===== src/rtl/dac_spi_tx.sv =====
// Serial transmitter that shifts one DAC code per frame, MSB first, with CS framing.
// Optional macro DAC_SPI_CTRL_EN prepends CTRL_WORD and pads four zeros (16-bit frame).
module dac_spi_tx #(
  parameter int         CLK_DIV   = 4,
  parameter logic [3:0] CTRL_WORD = 4'b0000
) (
  input  logic       clk,
  input  logic       reset_n,
  input  logic       start,
  input  logic [7:0] dato_in,
  output logic       cs,
  output logic       sclk,
  output logic       sdo,
  output logic       busy,
  output logic       done,
  output logic [1:0] fsm_state
);

`ifdef DAC_SPI_CTRL_EN
  localparam int BITS = 16;
`else
  localparam int BITS = 8;
`endif
  localparam int         BCW      = $clog2(BITS);
  localparam logic [7:0] DIV_LOAD = 8'(CLK_DIV - 1);

  typedef enum logic [1:0] {
    IDLE  = 2'd0,
    SHIFT = 2'd1,
    TAIL  = 2'd2,
    HOLD  = 2'd3
  } state_t;

  state_t            state;
  logic [7:0]        div_cnt;
  logic [BCW-1:0]    bit_cnt;
  logic [BITS-1:0]   shreg;
  logic [BITS-1:0]   word;

  assign fsm_state = state;

`ifdef DAC_SPI_CTRL_EN
  always_comb begin
    word = {CTRL_WORD, dato_in, 4'b0000};
  end
`else
  always_comb begin
    word = dato_in;
  end
  if (CTRL_WORD != 4'b0000) begin : g_ctrl_word_unused
  end
`endif

  // Request protocol: start is a level request looked at only in IDLE; while the
  // FSM is elsewhere it is dropped, never queued. busy covers frame plus CS-high hold.
  always_ff @(posedge clk or negedge reset_n) begin
    if (!reset_n) begin
      state   <= IDLE;
      div_cnt <= '0;
      bit_cnt <= '0;
      shreg   <= '0;
      cs      <= 1'b1;
      sclk    <= 1'b0;
      sdo     <= 1'b0;
      busy    <= 1'b0;
      done    <= 1'b0;
    end else begin
      done <= 1'b0;
      unique case (state)
        IDLE: begin
          busy <= start;
          if (start) begin
            state   <= SHIFT;
            cs      <= 1'b0;
            sclk    <= 1'b0;
            sdo     <= word[BITS-1];
            shreg   <= {word[BITS-2:0], 1'b0};
            bit_cnt <= BCW'(BITS - 1);
            div_cnt <= DIV_LOAD;
          end
        end
        SHIFT: begin
          if (div_cnt != 8'd0) begin
            div_cnt <= div_cnt - 8'd1;
          end else begin
            div_cnt <= DIV_LOAD;
            if (!sclk) begin
              sclk <= 1'b1;
            end else begin
              // Falling edge: the only place sdo advances; zeros shift in so sdo
              // settles low once the last bit has been sampled.
              sclk  <= 1'b0;
              sdo   <= shreg[BITS-1];
              shreg <= {shreg[BITS-2:0], 1'b0};
              if (bit_cnt == '0) begin
                state <= TAIL;
              end else begin
                bit_cnt <= bit_cnt - BCW'(1);
              end
            end
          end
        end
        TAIL: begin
          if (div_cnt != 8'd0) begin
            div_cnt <= div_cnt - 8'd1;
          end else begin
            div_cnt <= DIV_LOAD;
            cs      <= 1'b1;
            done    <= 1'b1;
            state   <= HOLD;
          end
        end
        HOLD: begin
          if (div_cnt != 8'd0) begin
            div_cnt <= div_cnt - 8'd1;
          end else begin
            state <= IDLE;
          end
        end
        default: state <= IDLE;
      endcase
    end
  end

endmodule


===== config.mk =====
export PLATFORM = sky130hd
export DESIGN_NAME = dac_spi_tx
export DESIGN_NICKNAME = d
export VERILOG_FILES = /design/src/rtl/dac_spi_tx.sv
export SDC_FILE = /design/constraint.sdc
export NUM_CORES = 1
export LEC_CHECK = 0
export ABC_AREA = 1
export ABC_CLOCK_PERIOD_IN_PS = 2000
export BUFFER_PORTS_ARGS = -buffer_cell sky130_fd_sc_hd__buf_2
export CAP_MARGIN = 20
export CORE_MARGIN = 3
export CORE_UTILIZATION = 60
export CTS_BUF_LIST = sky130_fd_sc_hd__clkbuf_2
export DETAILED_ROUTE_END_ITERATION = 12
export GPL_TIMING_DRIVEN = 0
export MAX_ROUTING_LAYER = met4
export PLACE_DENSITY_LB_ADDON = 0.25
export SLEW_MARGIN = 10
export SYNTH_ARGS = -nofsm -noshare
export SYNTH_HDL_FRONTEND = slang
export SYNTH_SLANG_ARGS = --single-unit

===== constraint.sdc =====
create_clock -name clk -period 2 [get_ports clk]
set_input_delay 0.1 -clock clk [delete_from_list [all_inputs] [get_ports clk]]
set_output_delay 0.1 -clock clk [all_outputs]
set_load 0.005 [all_outputs]

==> results by group, run 1 <==
Outcome
  – Outcome: complete, no violations

CTS
  – Sink Count: 25
  – Max Root-Sink Buffers: 2
  – CTS tree: built
  – H-tree level count: 1
  – Worst-skew pair later-pin latency: 370 ps
  – Clk slew on worst S/H paths: 260 ps
  – Root buf cell: clkbuf_2
  – CTS buffer count: 3

Logic synthesis
  – Top-area cell type share of the netlist area: 0.3855
  – Synth Flop Type: dfrtp_1
  – Post-synthesis average cell area: 8.113 um2
  – Unique masters post-synth: 31
  – Seq/Total Area, Yosys: 0.4024
  – Cell with the most instances after synthesis: nand2_1
  – Post-synth ARST share: 1.000
  – Top post-synthesis cells by count: 52 x nand2_1, 24 x dfrtp_1, 22 x inv_1
  – Mapped Area: 0.001558 mm2
  – Post-Syn Nets: 211
  – Synth top area cells: dfrtp_1 39%, nand2_1 13%, ha_1 6.4%, nand3_1 5.5%, inv_1 5.3%
  – Post-synth EDFFs: 0
  – Synth warn: 0
  – Cell taking the most area after synthesis: dfrtp_1
  – Synth Register Bits: 25
  – Cells after Synth: 192

Power
  – VDD IR max: 1.067 mV
  – Pwr/cell area: 1729 mW/mm2
  – Lkg Pwr: 0.9469 nW
  – Overall power: 3.121 mW

Setup path
  – Cell repeated most along the worst path: nand2_1
  – Crit end category: flop
  – WP data arrival: 2180 ps
  – CP max FO: 10
  – Worst EP required: 2310 ps
  – R2R depth: 11
  – Critical path endpoint: shreg[1]
  – Reg-to-reg startpoint: fsm_state[0]
  – Cell Chain, Critical Path: inv_1 -> ha_1 -> inv_4 -> nor2_4 -> a21oi_2 -> inv_2 -> a21oi_4 -> nand2_4 -> buf_6 -> nand2_1 -> nand2_1
  – Critical Path Start Type: flop
  – Reg-to-reg endpoint: shreg[1]
  – Crit. Startpoint: fsm_state[0]
  – Max stage delay on crit path: 470 ps
  – R2R Setup Slk: 130 ps
  – Slowest-stage cell, CP: dfrtp_2
  – Critical path type: reg2reg

STA
  – Total Neg Setup Slack: 0 ps
  – Endpoints failing setup: 0
  – Final setup margin: 128.7 ps
  – Crit share post-route: 0.9356
  – Final hold violation count: 0
  – Max Transition Viols Final: 0
  – Rel. slew slack: 0.6218
  – Slew @ Worst Pin: 567.3 ps
  – RSZ-0062 raised after global routing: no
  – Clock Skew: 24.41 ps
  – Tmin final: 1871 ps
  – Highest clock rate: 534.4 MHz

Layout
  – Count of non-filler cells in the finished layout: 251
  – Layout cells sized above 1: 0.2287
  – Area grow syn2layout: 15.90%
  – # diodes: 0
  – Nets: 243

Die
  – Die height: 56.96 um
  – Chip Width: 56.96 um
  – Die ar.: 0.003244 mm2
  – Initial Util: 0.6658
  – Floorplan core area: 0.002340 mm2
  – Num rows: 17
  – Top Ports: 18

Routing
  – Average routed wire per standard cell: 13.81 um
  – Post-route DRC violation count: 0
  – Routed WL: 3.467 mm
  – Vias post-DR: 1368
  – Initial drt markers: 43
  – First-pass detailed-route iteration total: 4
  – Vias per cell: 5.450
  – Post-route ant nets: 0

Flow run
  – Max-cap violation count: 0

Global route
  – First-pass GRT wire length: 5.927 mm
  – Antenna violations before repair: 0
  – Pin count of the biggest net entering global routing: 26
  – Total track usage: 0.2368
  – Number of global-route vias before repair: 1341
  – Grt ovf: 0

Placed design
  – DP Cell Count: 237
  – HPWL after detailed placement: 2.375 mm
  – Placer Congestion: 0.8551
  – PortBufs: 17
  – Post-place setup slack: 95.89 ps

Worst hold path
  – HP Class: in2async
worst min path at each step:
stage / endpoint / slack (ps) / cells after the start
floorplan: bit_cnt[0] / -200 / 0
global placement: div_cnt[5] / 110 / 1
detailed placement: div_cnt[5] / 120 / 1
CTS: div_cnt[6] / 190 / 2
global route: bit_cnt[0] / 220 / 2
finish: div_cnt[6] / 200 / 2
per-layer routing:
metal,wire length (um),track usage,vias to the layer above
met3,196,0.03846,10
li1,-,-,676
met4,72,0.09272,0
met5,0,-,-
met2,1745,0.3997,49
met1,1452,0.2820,633
report_power, final:
part	switching, mW	total, mW	internal [mW]
Combinational	1.26	2.01	0.746
Sequential	0.158	0.902	0.744
Clock	0.162	0.208	0.0464
Total	1.58	3.12	1.54
worst max-delay path: cells and delay by family (launching register included):
kind                       cells  cell delay, ps
DFF                            1             470
buffers and inverters          4             430
AOI/OAI and AO/OA              2             360
and+or+nand+nor                4             300
adders and majority gates      1             250
kinds of logic after synthesis:
kind of cell / share of synthesized area
compound gates: 0.1285
fa+ha+maj: 0.06426
flops: 0.4024
mux: 0.04498
xor+xnor: 0.005624
simple gates: 0.2803
buf+inv: 0.07389
sequential cells by signal, summed over array words and instances (netlist names):
signal and count:
bit_cnt 3, busy 1, cs 1, div_cnt 8
done 1, fsm_state 2, sclk 1, sdo 1
shreg 7
layout make-up:
class	instances	area, um2
Tap cell	28	35.03
Multi-Input combinational cell	139	815.8
Inverter	25	96.34
Timing Repair Buffer	27	185.2
Clock buffer	3	15.01
Sequential cell	25	629.4
Buffer	3	21.27
Fill cell	164	534.3
Clock inverter	1	7.507
repair_timing:
item                                   in CTS  in global routing
endpoints found under the hold margin      33                  0
setup endpoints to repair                   0                 10
resized for setup                           0                  3
hold buffers                               10                  0
buffers inserted                            0                  0
metrics by stage:
step / hold slack [ps] / cell area, um2 / utilization
floorplan: -195.6 / 1558 / -
global placement: 107.1 / 1678 / 0.7171
detailed placement: 119.0 / 1678 / 0.7171
CTS: 188.0 / 1800 / 0.7695
global route: 221.5 / 1805 / 0.7717
finish: 204.1 / 1805 / 0.7717
cell usage in the layout, fill, tap and decap left out, drive strengths merged:
master        n
ha            8
nand2        56
o211ai        1
inv          25
nand3        17
nand4         2
a21oi         6
nand3b        1
mux2i         7
or2           2
dlygate4sd3  10
dfstp         1
clkbuf        4
nor2         15
xnor2         1
dfrtp        24
buf          19
a31oi         1
o21a          1
o21bai        1
clkinvlp      1
nor3          3
o21ai        17
Note: power is estimated with default switching activity, not from simulation.
==> inputs of run 2 (changes only) <==
CELL_PAD_IN_SITES_DETAIL_PLACEMENT = 1   (was not set)
CELL_PAD_IN_SITES_GLOBAL_PLACEMENT = 1   (was not set)
CORE_UTILIZATION = 45   (was 60)
==> run 2 against run 1 <==
  * Critical endpoint is now shreg[5]
  * Clock power about the same
  * Clock-buffer cell count increased by 1
  * Flip-flop and latch count unchanged
  * Total power increased by 2.7%
  * Maximum frequency decreased by 0.52%
  * Final cell count increased by 4.8%
  * Via count decreased by 1.0%
==> results by group, run 2 (synthesis gave the netlist of run 1 again) <==
Routing
  – Average routed wire per standard cell: 14.74 um
  – Routed WL: 3.877 mm
  – Post-route ant nets: 0
  – Vias per cell: 5.148
  – First-pass detailed-route iteration total: 4
  – Post-route DRC violation count: 0
  – Vias post-DR: 1354
  – Initial drt markers: 51

Die
  – Chip Width: 64.84 um
  – Die height: 64.84 um
  – Floorplan core area: 0.003178 mm2
  – Top Ports: 18
  – Initial Util: 0.4902
  – Die ar.: 0.004204 mm2
  – Num rows: 20

Power
  – Sw Ratio: 0.5108
  – Internal power: 1.568 mW
  – VDD IR max: 0.6966 mV
  – Sequential power share: 0.279
  – NetSw: 1.637 mW
  – Clk pwr share: 0.065
  – Pwr/cell area: 1807 mW/mm2
  – Overall power: 3.205 mW
  – Lkg Pwr: 0.9377 nW
  – Comb power frac: 0.656

Global route
  – Total track usage: 0.2087
  – Pin count of the biggest net entering global routing: 26
  – Number of global-route vias before repair: 1421
  – Antenna violations before repair: 0
  – Grt ovf: 0
  – First-pass GRT wire length: 6.699 mm

STA
  – RSZ-0062 raised after global routing: no
  – Final hold violation count: 0
  – Total Neg Setup Slack: 0 ps
  – Endpoints failing setup: 0
  – Highest clock rate: 531.6 MHz
  – Tmin final: 1881 ps
  – Crit share post-route: 0.9405
  – Rel. slew slack: 0.6277
  – Slew @ Worst Pin: 558.4 ps
  – Max Transition Viols Final: 0
  – Final setup margin: 118.9 ps
  – Min Hold Slack: 25.40 ps
  – Clock Skew: 1.457 ps

CTS
  – H-tree level count: 1
  – CTS buffer count: 3
  – Sink Count: 25
  – Max Root-Sink Buffers: 2
  – Worst-skew pair later-pin latency: 350 ps
  – Clk slew on worst S/H paths: 240 ps
  – Root buf cell: clkbuf_2
  – CTS tree: built

Layout
  – Most common cell after layout, fill and taps aside: nand2_1
  – Most frequent cells in the layout: 52 x nand2_1, 23 x dfrtp_1, 22 x inv_1, 18 x buf_2, 17 x nand3_1
  – Final core utilization: 0.5583
  – Layout cells sized above 1: 0.2420
  – Reg with most FFs: div_cnt
  – Count of non-filler cells in the finished layout: 263
  – Nets: 239
  – Area grow syn2layout: 13.90%
  – Final Cell Area: 0.001774 mm2
  – Max reg flops: 8
  – # diodes: 0
  – Top flop regs: div_cnt: 8 flops, shreg: 7 flops, bit_cnt: 3 flops

Setup path
  – Critical path type: reg2reg
  – Critical Path Start Type: flop
  – Crit end category: flop
  – Cell Chain, Critical Path: inv_1 -> ha_1 -> inv_4 -> nor2_4 -> a21oi_2 -> inv_2 -> a21oi_4 -> nand2_4 -> buf_6 -> nand2_2 -> o21ai_2
  – Worst EP required: 2280 ps
  – WP data arrival: 2160 ps
  – Max stage delay on crit path: 460 ps
  – Slowest-stage cell, CP: dfrtp_1
  – CP max FO: 10

Outcome
  – Outcome: complete, no violations

Placed design
  – DP Cell Count: 253
  – Post-place setup slack: 45.01 ps
  – HPWL after detailed placement: 2.980 mm
  – Placer Congestion: 0.8508
  – PortBufs: 17
  – Placed Area: 0.001698 mm2

Flow run
  – Max-cap violation count: 0

Worst hold path
  – HP Class: in2reg
run 2: changes by cell type in the layout (fill, tap and decap cells not counted):
cell / delta
dlygate4sd3_1: -7
buf_4: +3
clkbuf_2: +1
clkinvlp_4: -1
dfrtp_1: +1
dfrtp_2: -1
run 2: power by group through the flow:
stage | Combinational (mW) | Clock, mW | Sequential (mW)
6_report | 2.10 | 0.209 | 0.895
3_5_place_dp | 2.04 | 0 | 0.909
3_3_place_gp | 1.88 | 0 | 0.888
5_1_grt | 2.38 | 0.240 | 0.929
4_1_cts | 2.05 | 0.213 | 0.897
2_1_floorplan | 1.54 | 0 | 0.874
run 2: final timing paths:
kind | from | to | slack [ps] | cells past startpoint
hold / removal | dato_in[2] | shreg[3] | 30 | 3
setup reg to reg | fsm_state[1] | shreg[5] | 120 | 11
setup / recovery | fsm_state[1] | shreg[5] | 120 | 11
hold reg to reg | cs | cs | 520 | 2
max in group asynchronous | reset_n | fsm_state[0] | 1370 | 2
min in group asynchronous | reset_n | div_cnt[5] | 250 | 2
run 2: final cells by class:
cell class	count	area, um2
fill	422	1404
sequential	25	628.1
multi-input combinational	139	815.8
clock buffer	4	20.02
timing repair buffer	23	137.6
buffer	3	21.27
inverter	25	96.34
tap	44	55.05
run 2: worst max-delay path: cells and delay by family (launching register included):
kind                       cells  cell delay [ps]
AOI/OAI and AO/OA              3              390
adders and majority gates      1              240
buffers and inverters          4              450
DFF                            1              460
and+or+nand+nor                3              240
run 2: repair_timing:
| item | CTS | global route |
|---|---|---|
| resized for setup | 0 | 2 |
| endpoints found under the hold margin | 25 | 1 |
| hold buffers | 2 | 1 |
| endpoints found under the setup margin | 0 | 12 |
| buffers inserted | 0 | 3 |
run 2: routing by layer:
metal | GRT usage | share of wire | vias to the layer above
li1 | - | - | 671
met1 | 0.2711 | 0.46 | 661
met2 | 0.3436 | 0.51 | 16
met3 | 0.02600 | 0.020 | 6
met4 | 0.05805 | 0.013 | 0
met5 | - | 0 | -
==> inputs of run 3 (changes only) <==
CORE_MARGIN = not set   (was 3)
==> run 3 against run 2 <==
  * Combinational power barely moved
  * First-iteration DRC count grew 20%
  * Clock power fell by 2%
  * Clock-buffer cell count decreased by 1
  * Maximum frequency decreased by 0.58%
  * Sequential power is essentially flat
  * Non-clock buffer count did not move
  * Sequential share of layout area barely moved
  * Worst hold slack lost 3.6 ps
  * Critical path type unchanged
  * Largest power group unchanged
  * Highest routed layer unchanged
==> results by group, run 3 (synthesis gave the netlist of run 1 again) <==
Outcome
  – Outcome: complete, no violations

STA
  – Max Transition Viols Final: 0
  – Endpoints failing setup: 0
  – Highest clock rate: 528.5 MHz
  – Tmin final: 1892 ps
  – Crit share post-route: 0.9460
  – Clock Skew: 2.007 ps
  – Final hold violation count: 0
  – Rel. slew slack: 0.6250
  – Slew @ Worst Pin: 562.5 ps

Layout
  – Most common cell after layout, fill and taps aside: nand2_1
  – Most frequent cells in the layout: 52 x nand2_1, 23 x dfrtp_1, 22 x inv_1, 18 x buf_2, 17 x nand3_1
  – Top flop regs: div_cnt: 8 flops, shreg: 7 flops, bit_cnt: 3 flops
  – FILL cells: 429
  – Area grow syn2layout: 14.06%
  – Nets: 239
  – Layout cells sized above 1: 0.2374
  – Max reg flops: 8
  – Final core utilization: 0.5591
  – # diodes: 0
  – Final Cell Area: 0.001777 mm2
  – Reg with most FFs: div_cnt

CTS
  – Sink Count: 25
  – Max Root-Sink Buffers: 2
  – CTS tree: built
  – H-tree level count: 1
  – CTS buffer count: 3
  – Root buf cell: clkbuf_2
  – Worst-skew pair later-pin latency: 350 ps
  – Clk slew on worst S/H paths: 240 ps

Routing
  – Vias per cell: 5.221
  – Vias post-DR: 1373
  – First-pass detailed-route iteration total: 4
  – Post-route DRC violation count: 0
  – Post-route ant nets: 0
  – Initial drt markers: 61
  – Routed WL: 3.876 mm
  – Average routed wire per standard cell: 14.74 um

Flow run
  – Max-cap violation count: 0

Global route
  – Pin count of the biggest net entering global routing: 26
  – Grt met2 use: 0.3987
  – Antenna violations before repair: 0
  – GRT met1 Usage: 0.2919
  – Number of global-route vias before repair: 1420
  – Met3 GRT Util: 0.03625
  – Layer with the highest usage: met2
  – First-pass GRT wire length: 6.244 mm
  – Grt ovf: 0
  – Total track usage: 0.2363

Die
  – Initial Util: 0.4902
  – Die ar.: 0.003701 mm2
  – Top Ports: 18
  – Floorplan core area: 0.003178 mm2
  – Num rows: 20
  – Chip Width: 60.84 um
  – Die height: 60.84 um

Setup path
  – WP data arrival: 2170 ps
  – CP max FO: 10
  – Worst EP required: 2280 ps
  – Max stage delay on crit path: 480 ps
  – Critical Path Start Type: flop
  – Cell Chain, Critical Path: inv_1 -> ha_1 -> inv_4 -> nor2_4 -> a21oi_2 -> inv_2 -> a21oi_4 -> nand2_4 -> buf_6 -> nand2_2 -> o21ai_2
  – Slowest-stage cell, CP: dfrtp_1
  – Critical path type: reg2reg
  – Crit end category: flop

Placed design
  – Placed Area: 0.001698 mm2
  – PortBufs: 17
  – HPWL after detailed placement: 2.970 mm
  – Placer Congestion: 0.7878

Worst hold path
  – HP Class: in2reg

Power
  – Overall power: 3.216 mW
  – Pwr/cell area: 1810 mW/mm2
  – VDD IR max: 0.8709 mV
  – Lkg Pwr: 0.9367 nW
## run 3: cell count changes in the layout (fill, tap and decap cells not counted)
cell,change
buf_4,-1
clkbuf_2,-1
dlygate4sd3_1,+1
clkinv_2,+1
## run 3: final timing paths
path                               from      endpoint  slack, ps  cells past startpoint
setup / recovery           fsm_state[0]      shreg[5]        110                     11
hold / removal               dato_in[2]      shreg[3]         20                      3
setup reg to reg           fsm_state[0]      shreg[5]        110                     11
hold reg to reg                      cs            cs        500                      2
max in group asynchronous       reset_n  fsm_state[1]       1380                      2
min in group asynchronous       reset_n    div_cnt[3]        230                      2
## run 3: power by group
part | switching [mW] | internal, mW
clock | 0.160 | 0.0454
combinational | 1.34 | 0.771
sequential | 0.155 | 0.742
total | 1.66 | 1.56
## run 3: worst max-delay path: cells and delay by family (launching register included)
kind            cells  cell delay [ps]
buf+inv             4              470
simple gates        3              250
flops               1              480
compound gates      3              370
fa+ha+maj           1              250
## run 3: area by class of cell
| type | count | area [um2] | area share |
|---|---|---|---|
| Multi-Input combinational cell | 139 | 815.8 | 0.4592 |
| Sequential cell | 25 | 628.1 | 0.3535 |
| Timing Repair Buffer | 23 | 140.1 | 0.07887 |
| Inverter | 25 | 96.34 | 0.05423 |
| Tap cell | 44 | 55.05 | 0.03099 |
| Buffer | 3 | 21.27 | 0.01197 |
| Clock buffer | 3 | 15.01 | 0.008451 |
| Clock inverter | 1 | 5.005 | 0.002817 |
## run 3: metal layers
metal / up-vias / part of all wire
met3: 4 / 0.025
met1: 679 / 0.46
met5: - / 0
met2: 20 / 0.51
met4: 0 / 0.0064
li1: 670 / -
## run 3: timing repair
action	in CTS	in global routing
buffers inserted	0	2
hold buffers	4	0
hold endpoints to repair	27	0
endpoints found under the setup margin	0	11
gates resized for setup	0	2
## run 3: per-stage QoR
stage,setup WS [ps],hold WS [ps],setup TNS (ps),instances
after floorplan,321.7,-195.6,0,192
after global placement,151.6,112.8,0,253
after detailed placement,80.30,125.7,0,253
after CTS,63.81,2.640,0,261
after global routing,-38.50,8.106,-243.0,263
final,107.9,21.85,0,263
